[src/rtl/lfsr_bank_pkg.sv]
// Shared definitions for the multi-channel LFSR bank.
//   lfsr_mode_e : per-channel CTRL[1:0] encoding, also the channel FSM state
//   OFF_*       : register offsets inside a channel's 4-dword window
//   STATUS_ADDR : dword address of the shared done/zero status register
//   MMIO_DW     : MMIO data width
//   TID_W       : read transaction id width
package lfsr_bank_pkg;

    typedef enum logic [1:0] {
        STOP    = 2'b00,
        STEP    = 2'b01,
        CONT    = 2'b10,
        COUNTED = 2'b11
    } lfsr_mode_e;

    localparam logic [1:0]  OFF_POLY    = 2'd0;
    localparam logic [1:0]  OFF_DATA    = 2'd1;
    localparam logic [1:0]  OFF_CTRL    = 2'd2;
    localparam logic [1:0]  OFF_CNT     = 2'd3;
    localparam logic [15:0] STATUS_ADDR = 16'h000C;

    localparam int MMIO_DW = 64;
    localparam int TID_W   = 9;

endpackage

[src/rtl/lfsr_bank_chan.sv]
// One LFSR channel: POLY, DATA (state), CTRL (mode FSM) and COUNT registers
// plus the Fibonacci step logic.
// Ports:
//   clock, reset        : rising-edge clock, async active-low reset
//   wr_poly/data/ctrl/cnt : decoded single-cycle register write strobes
//   wdata               : MMIO write data, low bits are taken
//   poly, state, count  : register contents
//   mode                : current mode, i.e. the FSM state (also visible for debug)
//   zero                : state is all zeros (lock-up indication)
//   done_set            : the coming edge finishes a counted run or a
//                         zero-count COUNTED request
module lfsr_chan
    import lfsr_bank_pkg::*;
#(
    parameter int WIDTH = 32,
    parameter int CNT_W = 32
) (
    input  logic               clock,
    input  logic               reset,
    input  logic               wr_poly,
    input  logic               wr_data,
    input  logic               wr_ctrl,
    input  logic               wr_cnt,
    input  logic [MMIO_DW-1:0] wdata,
    output logic [WIDTH-1:0]   poly,
    output logic [WIDTH-1:0]   state,
    output lfsr_mode_e         mode,
    output logic [CNT_W-1:0]   count,
    output logic               zero,
    output logic               done_set
);

    logic             step_req;
    logic             auto_stop;
    logic             dec_req;
    logic [WIDTH-1:0] next_state;

    // Upper write-data bits beyond WIDTH/CNT_W are intentionally dropped.
    logic unused_wdata;
    assign unused_wdata = ^wdata;

    // Shift left, new LSB is the parity of the tapped bits.
    assign next_state = {state[WIDTH-2:0], ^(state & poly)};
    assign zero       = (state == '0);

    always_comb begin
        step_req  = 1'b0;
        auto_stop = 1'b0;
        dec_req   = 1'b0;
        unique case (mode)
            STOP: begin
            end
            STEP: begin
                step_req  = 1'b1;
                auto_stop = 1'b1;
            end
            CONT: begin
                step_req = 1'b1;
            end
            COUNTED: begin
                if (count != '0) begin
                    step_req  = 1'b1;
                    dec_req   = 1'b1;
                    auto_stop = (count == CNT_W'(1));
                end else begin
                    // Started with nothing to do: finish without stepping.
                    auto_stop = 1'b1;
                end
            end
            default: begin
            end
        endcase
    end

    // A software CTRL write overrides the channel's own progress, so a
    // completion that coincides with it is not reported.
    assign done_set = (mode == COUNTED) && auto_stop && !wr_ctrl;

    always_ff @(posedge clock or negedge reset) begin
        if (!reset) begin
            poly  <= '0;
            state <= '0;
            mode  <= STOP;
            count <= '0;
        end else begin
            if (wr_poly) begin
                poly <= wdata[WIDTH-1:0];
            end

            if (wr_data) begin
                state <= wdata[WIDTH-1:0];
            end else if (step_req) begin
                state <= next_state;
            end

            if (wr_ctrl) begin
                mode <= lfsr_mode_e'(wdata[1:0]);
            end else if (auto_stop) begin
                mode <= STOP;
            end

            if (wr_cnt) begin
                count <= wdata[CNT_W-1:0];
            end else if (dec_req && !wr_ctrl) begin
                count <= count - CNT_W'(1);
            end
        end
    end

endmodule

[src/rtl/lfsr_bank.sv]
// Bank of NCH independent Fibonacci LFSR channels behind an MMIO window.
// Channel c occupies dwords BASE+4c .. BASE+4c+3 (POLY, DATA, CTRL, COUNT);
// STATUS at 0x000C holds zero flags in [31:16] and W1C done flags in [15:0].
// Ports:
//   clock, reset          : rising-edge clock, async active-low reset
//   wr_valid, rd_valid    : MMIO write / read strobes
//   addr, wdata, rd_tid   : dword address, write data, read transaction id
//   rsp_valid/tid/data    : read response, one cycle after rd_valid
//   q_out                 : live LFSR states, channel c at [c*WIDTH +: WIDTH]
//   running               : per-channel "mode is not STOP"
//
// Handshake: wr_valid and rd_valid are one-cycle strobes that are always
// accepted (there is no ready); every accepted rd_valid yields exactly one
// rsp_valid pulse on the next cycle carrying the value seen before that edge.
module lfsr_bank
    import lfsr_bank_pkg::*;
#(
    parameter int          WIDTH = 32,
    parameter int          NCH   = 4,
    parameter int          CNT_W = 32,
    parameter logic [15:0] BASE  = 16'h0010
) (
    input  logic                   clock,
    input  logic                   reset,
    input  logic                   wr_valid,
    input  logic                   rd_valid,
    input  logic [15:0]            addr,
    input  logic [MMIO_DW-1:0]     wdata,
    input  logic [TID_W-1:0]       rd_tid,
    output logic                   rsp_valid,
    output logic [TID_W-1:0]       rsp_tid,
    output logic [MMIO_DW-1:0]     rsp_data,
    output logic [NCH*WIDTH-1:0]   q_out,
    output logic [NCH-1:0]         running
);

    logic [WIDTH-1:0]   poly_a  [NCH];
    logic [WIDTH-1:0]   state_a [NCH];
    lfsr_mode_e         mode_a  [NCH];
    logic [CNT_W-1:0]   cnt_a   [NCH];
    logic [NCH-1:0]     zero;
    logic [NCH-1:0]     done_set;
    logic [NCH-1:0]     done;

    logic [15:0]        offset;
    logic [13:0]        chan_sel;
    logic [1:0]         reg_sel;
    logic               in_range;
    logic               status_wr;
    logic [NCH-1:0]     done_clr;
    logic [MMIO_DW-1:0] rd_word;

    // Channel window decode relative to BASE.
    assign offset   = addr - BASE;
    assign chan_sel = offset[15:2];
    assign reg_sel  = offset[1:0];
    assign in_range = (addr >= BASE) && ({2'b00, chan_sel} < 16'(NCH));

    for (genvar c = 0; c < NCH; c++) begin : g_chan
        logic sel;
        assign sel = wr_valid && in_range && (chan_sel == 14'(c));

        lfsr_chan #(
            .WIDTH (WIDTH),
            .CNT_W (CNT_W)
        ) u_chan (
            .clock    (clock),
            .reset    (reset),
            .wr_poly  (sel && (reg_sel == OFF_POLY)),
            .wr_data  (sel && (reg_sel == OFF_DATA)),
            .wr_ctrl  (sel && (reg_sel == OFF_CTRL)),
            .wr_cnt   (sel && (reg_sel == OFF_CNT)),
            .wdata    (wdata),
            .poly     (poly_a[c]),
            .state    (state_a[c]),
            .mode     (mode_a[c]),
            .count    (cnt_a[c]),
            .zero     (zero[c]),
            .done_set (done_set[c])
        );

        assign q_out[c*WIDTH +: WIDTH] = state_a[c];
        assign running[c]              = (mode_a[c] != STOP);
    end

    // Done flags: set by channel completion, cleared by write-1-to-clear;
    // a set in the same cycle as a clear wins.
    assign status_wr = wr_valid && (addr == STATUS_ADDR);
    assign done_clr  = status_wr ? wdata[NCH-1:0] : '0;

    always_ff @(posedge clock or negedge reset) begin
        if (!reset) begin
            done <= '0;
        end else begin
            done <= (done & ~done_clr) | done_set;
        end
    end

    // Read mux: combinational view of the pre-edge register contents.
    always_comb begin
        rd_word = '0;
        if (addr == STATUS_ADDR) begin
            rd_word[16 +: NCH] = zero;
            rd_word[0 +: NCH]  = done;
        end else if (in_range) begin
            for (int c = 0; c < NCH; c++) begin
                if (chan_sel == 14'(c)) begin
                    unique case (reg_sel)
                        OFF_POLY: rd_word = MMIO_DW'(poly_a[c]);
                        OFF_DATA: rd_word = MMIO_DW'(state_a[c]);
                        OFF_CTRL: rd_word = MMIO_DW'(mode_a[c]);
                        OFF_CNT:  rd_word = MMIO_DW'(cnt_a[c]);
                        default:  rd_word = '0;
                    endcase
                end
            end
        end
    end

    always_ff @(posedge clock or negedge reset) begin
        if (!reset) begin
            rsp_valid <= 1'b0;
            rsp_tid   <= '0;
            rsp_data  <= '0;
        end else begin
            rsp_valid <= rd_valid;
            if (rd_valid) begin
                rsp_tid  <= rd_tid;
                rsp_data <= rd_word;
            end
        end
    end

endmodule
[config.mk]
export PLATFORM = sky130hd
export DESIGN_NAME = lfsr_bank
export DESIGN_NICKNAME = d
export VERILOG_FILES = /design/src/rtl/lfsr_bank_pkg.sv /design/src/rtl/lfsr_bank_chan.sv /design/src/rtl/lfsr_bank.sv
export SDC_FILE = /design/constraint.sdc
export NUM_CORES = 1
export LEC_CHECK = 0
export ABC_CLOCK_PERIOD_IN_PS = 3300
export BUFFER_PORTS_ARGS = -buffer_cell sky130_fd_sc_hd__buf_4
export CAP_MARGIN = 25
export CORE_UTILIZATION = 46
export CTS_BUF_LIST = sky130_fd_sc_hd__clkbuf_16
export DETAILED_ROUTE_END_ITERATION = 12
export PLACE_DENSITY = 0.65
export SLEW_MARGIN = 20
export SYNTH_ARGS = -nofsm -noshare
export SYNTH_HDL_FRONTEND = slang
export SYNTH_SLANG_ARGS = --single-unit
export TNS_END_PERCENT = 20
[constraint.sdc]
create_clock -name clock -period 3.3 [get_ports clock]
set_clock_uncertainty 0.2 [all_clocks]
set_input_delay 0.99 -clock clock [delete_from_list [all_inputs] [get_ports clock]]
set_output_delay 0.99 -clock clock [all_outputs]
set_load 0.02 [all_outputs]
## Yosys cells after proc, flatten, opt, wreduce, memory -nomap -nowiden

Index checks and enable logic that the tools add are counted.

| storage, ports and cells | value |
|---|---|
| register bits after elaboration | 470 |
| logic and storage cells | 188 |
| bits of input ports | 93 |
| output and inout bits | 206 |

| cells by class | value |
|---|---|
| reduce and logical (&&, ||, !) cells | 73 |
| bitwise gates (word level) | 7 |
| $add $sub $neg | 5 |
| eq/ne operators | 23 |
| multiplexer cells | 58 |
| $lt $le $gt $ge | 2 |

Operators by type and width:

| kind | number |
|---|---|
| $pmux W64 S4 | 4 |
| $mux W32 | 16 |
| $mux W64 | 5 |
| $and A32 B32 Y32 | 4 |
| $eq A32 B1 Y1 const B | 4 |
| $logic_not A32 Y1 | 4 |
| $reduce_bool A32 Y1 | 4 |
| $reduce_xor A32 Y1 | 4 |
| $sub A32 B1 Y32 const B | 4 |
| $mux W44 | 1 |
| $logic_and A1 B1 Y1 | 35 |
| $reduce_bool A2 Y1 | 16 |
| $eq A14 B2 Y1 const B | 2 |
| $eq A2 B2 Y1 const B | 10 |
| $eq A16 B4 Y1 const B | 1 |
| $ge A16 B5 Y1 const B | 1 |
| $mux W2 | 8 |
| $pmux W1 S2 | 8 |
| $sub A16 B5 Y16 const B | 1 |
| $eq A14 B1 Y1 const B | 1 |
| $logic_not A14 Y1 | 1 |
| $lt A14 B3 Y1 const B | 1 |
| $mux W1 | 12 |
| $mux W12 | 1 |
| other kinds (8) | 20 |

## Logic depth before layout (Yosys ltp)

| depth | value |
|---|---|
| word-level depth | 10 |
| mapped depth | 12 |
| depth with buffers taken out | 10 |

## Modules after synthesis

Synthesis repeated with hierarchy kept, for this count alone.

| unflattened totals | value |
|---|---|
| cell total of the unflattened synthesis | 2734 |
| area, all modules | 25931.1 µm² |

By module, submodules not included:

| module | instances | cells each | sequential area each (µm²) | area an instance (µm²) |
|---|---|---|---|---|
| lfsr_chan | 4 | 503 | 2452.4 | 5004.8 |
| lfsr_bank | 1 | 722 | 1151.1 | 5911.9 |

## Worst setup path before layout

Ideal clock, no wire load.

| timing | value |
|---|---|
| kind | input-to-reg |
| from | in addr[1] |
| to | reg g_chan[0].u_chan.count[31] |
| library setup time | 0.125 ns |
| arrival time | 3.235 ns |
| buffers on the path | 3 |
| cell stages on the path | 10 |
| slack | -0.260 ns |
| data required time | 2.975 ns |
| cells stage by stage | clkbuf_1 > nand4b_1 > nor2_1 > or4b_1 > buf_6 > or2_4 > buf_6 > or4_4 > xnor2_1 > mux2_4 |

| between the ends | value |
|---|---|
| word-level cells in the longest chain between the ends | 9 |
| elaborated cells between the ends (all ways) | 15 |
| those cells by class | add/sub: 1; order compare: 2; eq/ne: 2; mux: 1; reduce/logical: 9 |

Ends and longest elaborated chain:

| item | line | source |
|---|---|---|
| from (decl) | lfsr_bank.sv:27 | `input logic [15:0] addr,` |
| $sub A16 B5 Y16 | lfsr_bank.sv:54 | `assign offset = addr - BASE;` |
| $lt A14 B3 Y1 | lfsr_bank.sv:57 | `assign in_range = (addr >= BASE) && ({2'b00, chan_sel} < 16'(NCH));` |
| $logic_and A1 B1 Y1 | lfsr_bank.sv:57 |  |
| $logic_and A1 B1 Y1 (2 in series) | lfsr_bank.sv:61 | `assign sel = wr_valid && in_range && (chan_sel == 14'(c));` |
| $logic_and A1 B1 Y1 | lfsr_bank.sv:71 | `.wr_ctrl (sel && (reg_sel == OFF_CTRL)),` |
| $logic_not A1 Y1 | lfsr_bank_chan.sv:104 | `end else if (dec_req && !wr_ctrl) begin` |
| $logic_and A1 B1 Y1 | lfsr_bank_chan.sv:104 |  |
| $reduce_bool A2 Y1 (no source line) | - |  |
| to (signal assigned) | lfsr_bank_chan.sv:103 | `count <= wdata[CNT_W-1:0];` |
| to (signal assigned) | lfsr_bank_chan.sv:105 | `count <= count - CNT_W'(1);` |
| to (decl) | lfsr_bank_chan.sv:28 | `output logic [CNT_W-1:0] count,` |

Parallel ways exist; a longest one is shown, timed or not.
A chain may end at the register's enable or synchronous reset.

## Worst setup path in the final report

| timing | value |
|---|---|
| from | reg g_chan[1].u_chan.count[6] |
| to | reg g_chan[1].u_chan.count[19] |

| between the ends | value |
|---|---|
| word-level cells in the longest chain between the ends | 5 |
| elaborated cells between the ends (all ways) | 8 |
| those cells by class | add/sub: 1; mux: 4; reduce/logical: 3 |

Ends and longest elaborated chain:

| item | line |
|---|---|
| from (decl) | lfsr_bank_chan.sv:28 |
| from (signal assigned) | lfsr_bank_chan.sv:103 |
| from (signal assigned) | lfsr_bank_chan.sv:105 |
| branches (longest 5 deep; another with $sub A32 B1 Y32) | - |

Parallel ways; which one is timed is not known. The select of a mux whose other input is x is not followed.

==> results.md <==
- Clk pin slew, worst setup/hold paths: 0.06 ns
- Synth Register Bits: roughly 440
- Actual slew at the worst max-slew pin: between 0.9 and 1 ns
- Launch point of the worst reg-to-reg path: g_chan[1].u_chan.count[6]
- Synth cell types: 63
- DRT Pass-1 Iters: 6
- Synth warnings: 0
- Initial drt markers: ~2800
- Grt total ovfl: 0
- I/O Buffers: around 230
- Final total negative setup slack: 0 ns
- Nets: 3271
- Clock root buffer: clkbuf_16
- Most common cell after layout, fill and taps aside: nand2_1
- Vias in the first global route: approximately 22000
- Core area: about 0.055 mm^2
- Fin crit share: 95.9%
- Clk_lat worst skew: a little over 0.6 ns
- Initial Util: between 40 and 50%
- Area grow syn2layout: 20.8%
- Hold Vio Cnt, Final: 0
- Vias/cell: 6.00
- DR WL/cell: roughly 25 um
- Post-route ant nets: 0
- Row count: between 80 and 90
- Post-CTS Setup Bufs: 0
- Pin count of the biggest net entering global routing: 96
- Peak VDD IR: 0.331 mV
- CTS tree: done
- DRC: 0
- Post-synthesis cell area: around 0.026 mm^2
- EDFF count, synth: 0
- DP Worst Slack: -0.269 ns
- Seq pwr share: 45.7%
- Fin crit period: 3.16 ns
- FMAX: about 320 MHz
- Avg Cell Area, Syn: 8.93 um^2
- Die area: 0.0566 mm^2
- Tot Pwr: ~12000 uW
- Placed cell area: about 0.029 mm^2
- Switch Pwr: 3090 uW
- Max H-tree Level: 2
- GP Congestion: 1.02
- Die Wd: 238 um
- Seq/Total Area, Yosys: 42.8%
- CP arrival: 3.50 ns
- Resize count post-CTS: 0
- Crit start category: flip-flop
- Final setup margin: 0.137 ns
- Total CTS buffers: 50
- Gr usage total: between 30% and 40%
- Fraction of layout cells with a size suffix above 1: 21.7%
- Status: complete, no violations
- Initial antenna violation count: 9
- Worst setup EP type: flip-flop
- Antenna diodes: 0
- Switching share of power: a little over a quarter
- PwrDens: ~380 mW/mm^2
- Final Cell Area: ~0.031 mm^2
- Most frequent cells in the layout: 565 x nand2_1, 438 x dfrtp_1, 401 x buf_4
- Cells after Synth: roughly 2900
- Max_slew headroom: a little under two fifths
- Bufs on Longest Clock Path: 3
- Clk pwr share: 45.9%
- Max-cap check violation count: 0
- Global-route wire length before repair: 144 mm
- Post-synth ARST share: between 90% and 100%
- # clock sinks: about 440
- Post-synth top flop: dfrtp_1
- Die height: about 240 um
- Post-CTS Hold Buffers: 0
- Pleak: 0.0143 uW
- Slew Viols, Final: 0
- Routed wire length: between 90 and 100 mm
- CP required: roughly 3.6 ns
- Type of the worst setup path: flip-flop to flip-flop
- Via count: around 24000
- Min-delay worst type: primary input to asynchronous set/reset pin
- Detail Placement HPWL: 69.1 mm
- Boundary Pins: between 200 and 300
- Logic pwr share: 8.5%
- Setup-failing EPs final: 0
- CP Launch Point: g_chan[1].u_chan.count[6]
- Internal Power: a little under 9000 uW
- CP Max Fanout: 5
- RSZ-0062 raised after global routing: false
[flip-flops by register name, summed over array words and instances (netlist names)]
register	cells
g_chan.u_chan.state	128
g_chan.u_chan.mode	8
rsp_valid	1
g_chan.u_chan.poly	128
g_chan.u_chan.count	128
done	4
rsp_data	32
rsp_tid	9
[routing by layer]
layer  track usage (%)  vias to the layer above  part of all wire (%)
met5                 0                        -                  0.13
met4              14.1                       10                   4.3
met3              8.06                      217                    12
li1                  -                    10500                     -
met2              49.6                     1350                    42
met1              50.2                    11600                    42
[synthesized netlist by cell type (2+ instances only)]
| master | count | area share (%) |
|---|---|---|
| xor2_1 | 60 | 2.1 |
| nand4b_1 | 3 | 0.10 |
| and2_1 | 6 | 0.15 |
| buf_4 | 32 | 0.94 |
| buf_2 | 10 | 0.20 |
| inv_1 | 49 | 0.72 |
| nor2b_1 | 5 | 0.12 |
| a211oi_1 | 24 | 0.70 |
| nor2_1 | 275 | 4.0 |
| buf_6 | 3 | 0.13 |
| mux4_2 | 16 | 1.4 |
| o211ai_1 | 26 | 0.76 |
| a21oi_1 | 109 | 2.1 |
| and4_1 | 3 | 0.10 |
| or3_1 | 11 | 0.27 |
| mux2i_1 | 125 | 4.9 |
| nor3_1 | 51 | 1.0 |
| o22ai_1 | 5 | 0.12 |
| clkbuf_1 | 169 | 2.5 |
| mux2_2 | 134 | 5.9 |
| a31oi_1 | 98 | 2.4 |
| o21a_1 | 5 | 0.15 |
| nand2b_1 | 2 | 0.049 |
| o41ai_1 | 2 | 0.068 |
| nand2_1 | 566 | 8.3 |
| a21o_1 | 4 | 0.12 |
| or4_4 | 4 | 0.18 |
| ha_1 | 24 | 1.2 |
| and3_1 | 7 | 0.17 |
| o21ai_0 | 145 | 2.8 |
| nand3_1 | 44 | 0.86 |
| buf_1 | 16 | 0.23 |
| a22oi_1 | 35 | 1.0 |
| nor4_1 | 67 | 1.6 |
| or2_2 | 7 | 0.17 |
| xnor2_1 | 176 | 6.0 |
| or4_1 | 18 | 0.53 |
| o32ai_1 | 24 | 0.82 |
| nand4_1 | 14 | 0.34 |
| a211o_1 | 24 | 0.82 |
| nand3b_1 | 5 | 0.15 |
| dfrtp_1 | 438 | 43 |
| o31ai_1 | 5 | 0.15 |
[cells by family (layout without fill, tap and decap cells)]
kind of cell             after synthesis  after routing  synth area share (%)
multiplexers                         276            276                  12.3
AO/OA/AOI/OAI                        512            512                  12.3
buffers and inverters                280            572                  4.75
XOR/XNOR                             236            236                  8.08
flip-flops                           438            438                  42.8
adder cells (fa/ha/maj)               24             24                  1.17
other                                  1             32                0.0147
AND/OR/NAND/NOR                     1099           1099                  18.6
[path summary, 6_finish.rpt]
path / endpoint / slack, ns / cells after the start
min reg2reg: rsp_tid[8] / 0.31 / 1
max reg2reg: g_chan[1].u_chan.count[19] / 0.14 / 8
max: g_chan[1].u_chan.count[19] / 0.14 / 8
min in group clock: rsp_tid[8] / 0.31 / 1
max in group asynchronous: g_chan[1].u_chan.poly[5] / 2.02 / 2
min: g_chan[2].u_chan.count[13] / 0.06 / 1
[power by group through the flow]
stage	clock network (uW)	logic (uW)	registers [uW]
after floorplan	0	380	5540
after global placement	0	967	5520
after detailed placement	0	974	5520
after CTS	5500	977	5420
after global routing	5690	1040	5420
final	5440	1000	5420
[final cells by class]
| cell class | instances | area, um^2 |
|---|---|---|
| Fill cell | 4903 | 24100 |
| Multi-Input combinational cell | 2179 | 13600 |
| Sequential cell | 438 | 11000 |
| Timing Repair Buffer | 436 | 3700 |
| Clock buffer | 51 | 1280 |
| Tap cell | 748 | 936 |
| Clock inverter | 36 | 272 |
| Inverter | 49 | 184 |
[per-stage QoR]
stage / cells / hold WS (ns) / util (%)
after floorplan: 2897 / 0.245 / -
after CTS: 3937 / 0.0476 / 56.2
after detailed placement: 3850 / 0.290 / 53.4
final: 3937 / 0.0602 / 56.2
after global routing: 3937 / 0.0719 / 56.2
after global placement: 3850 / 0.281 / 53.4
[critical path, cell delays in order, from the launching register on]
cell     delay, ns
dfrtp_1       0.42
or4_4         0.59
nor4_1        0.28
buf_4         0.16
nand2_1       0.06
or4_1         0.60
or4_1         0.46
xor2_1        0.16
a21oi_1       0.14
No activity file was read; power rests on OpenSTA's default activity.
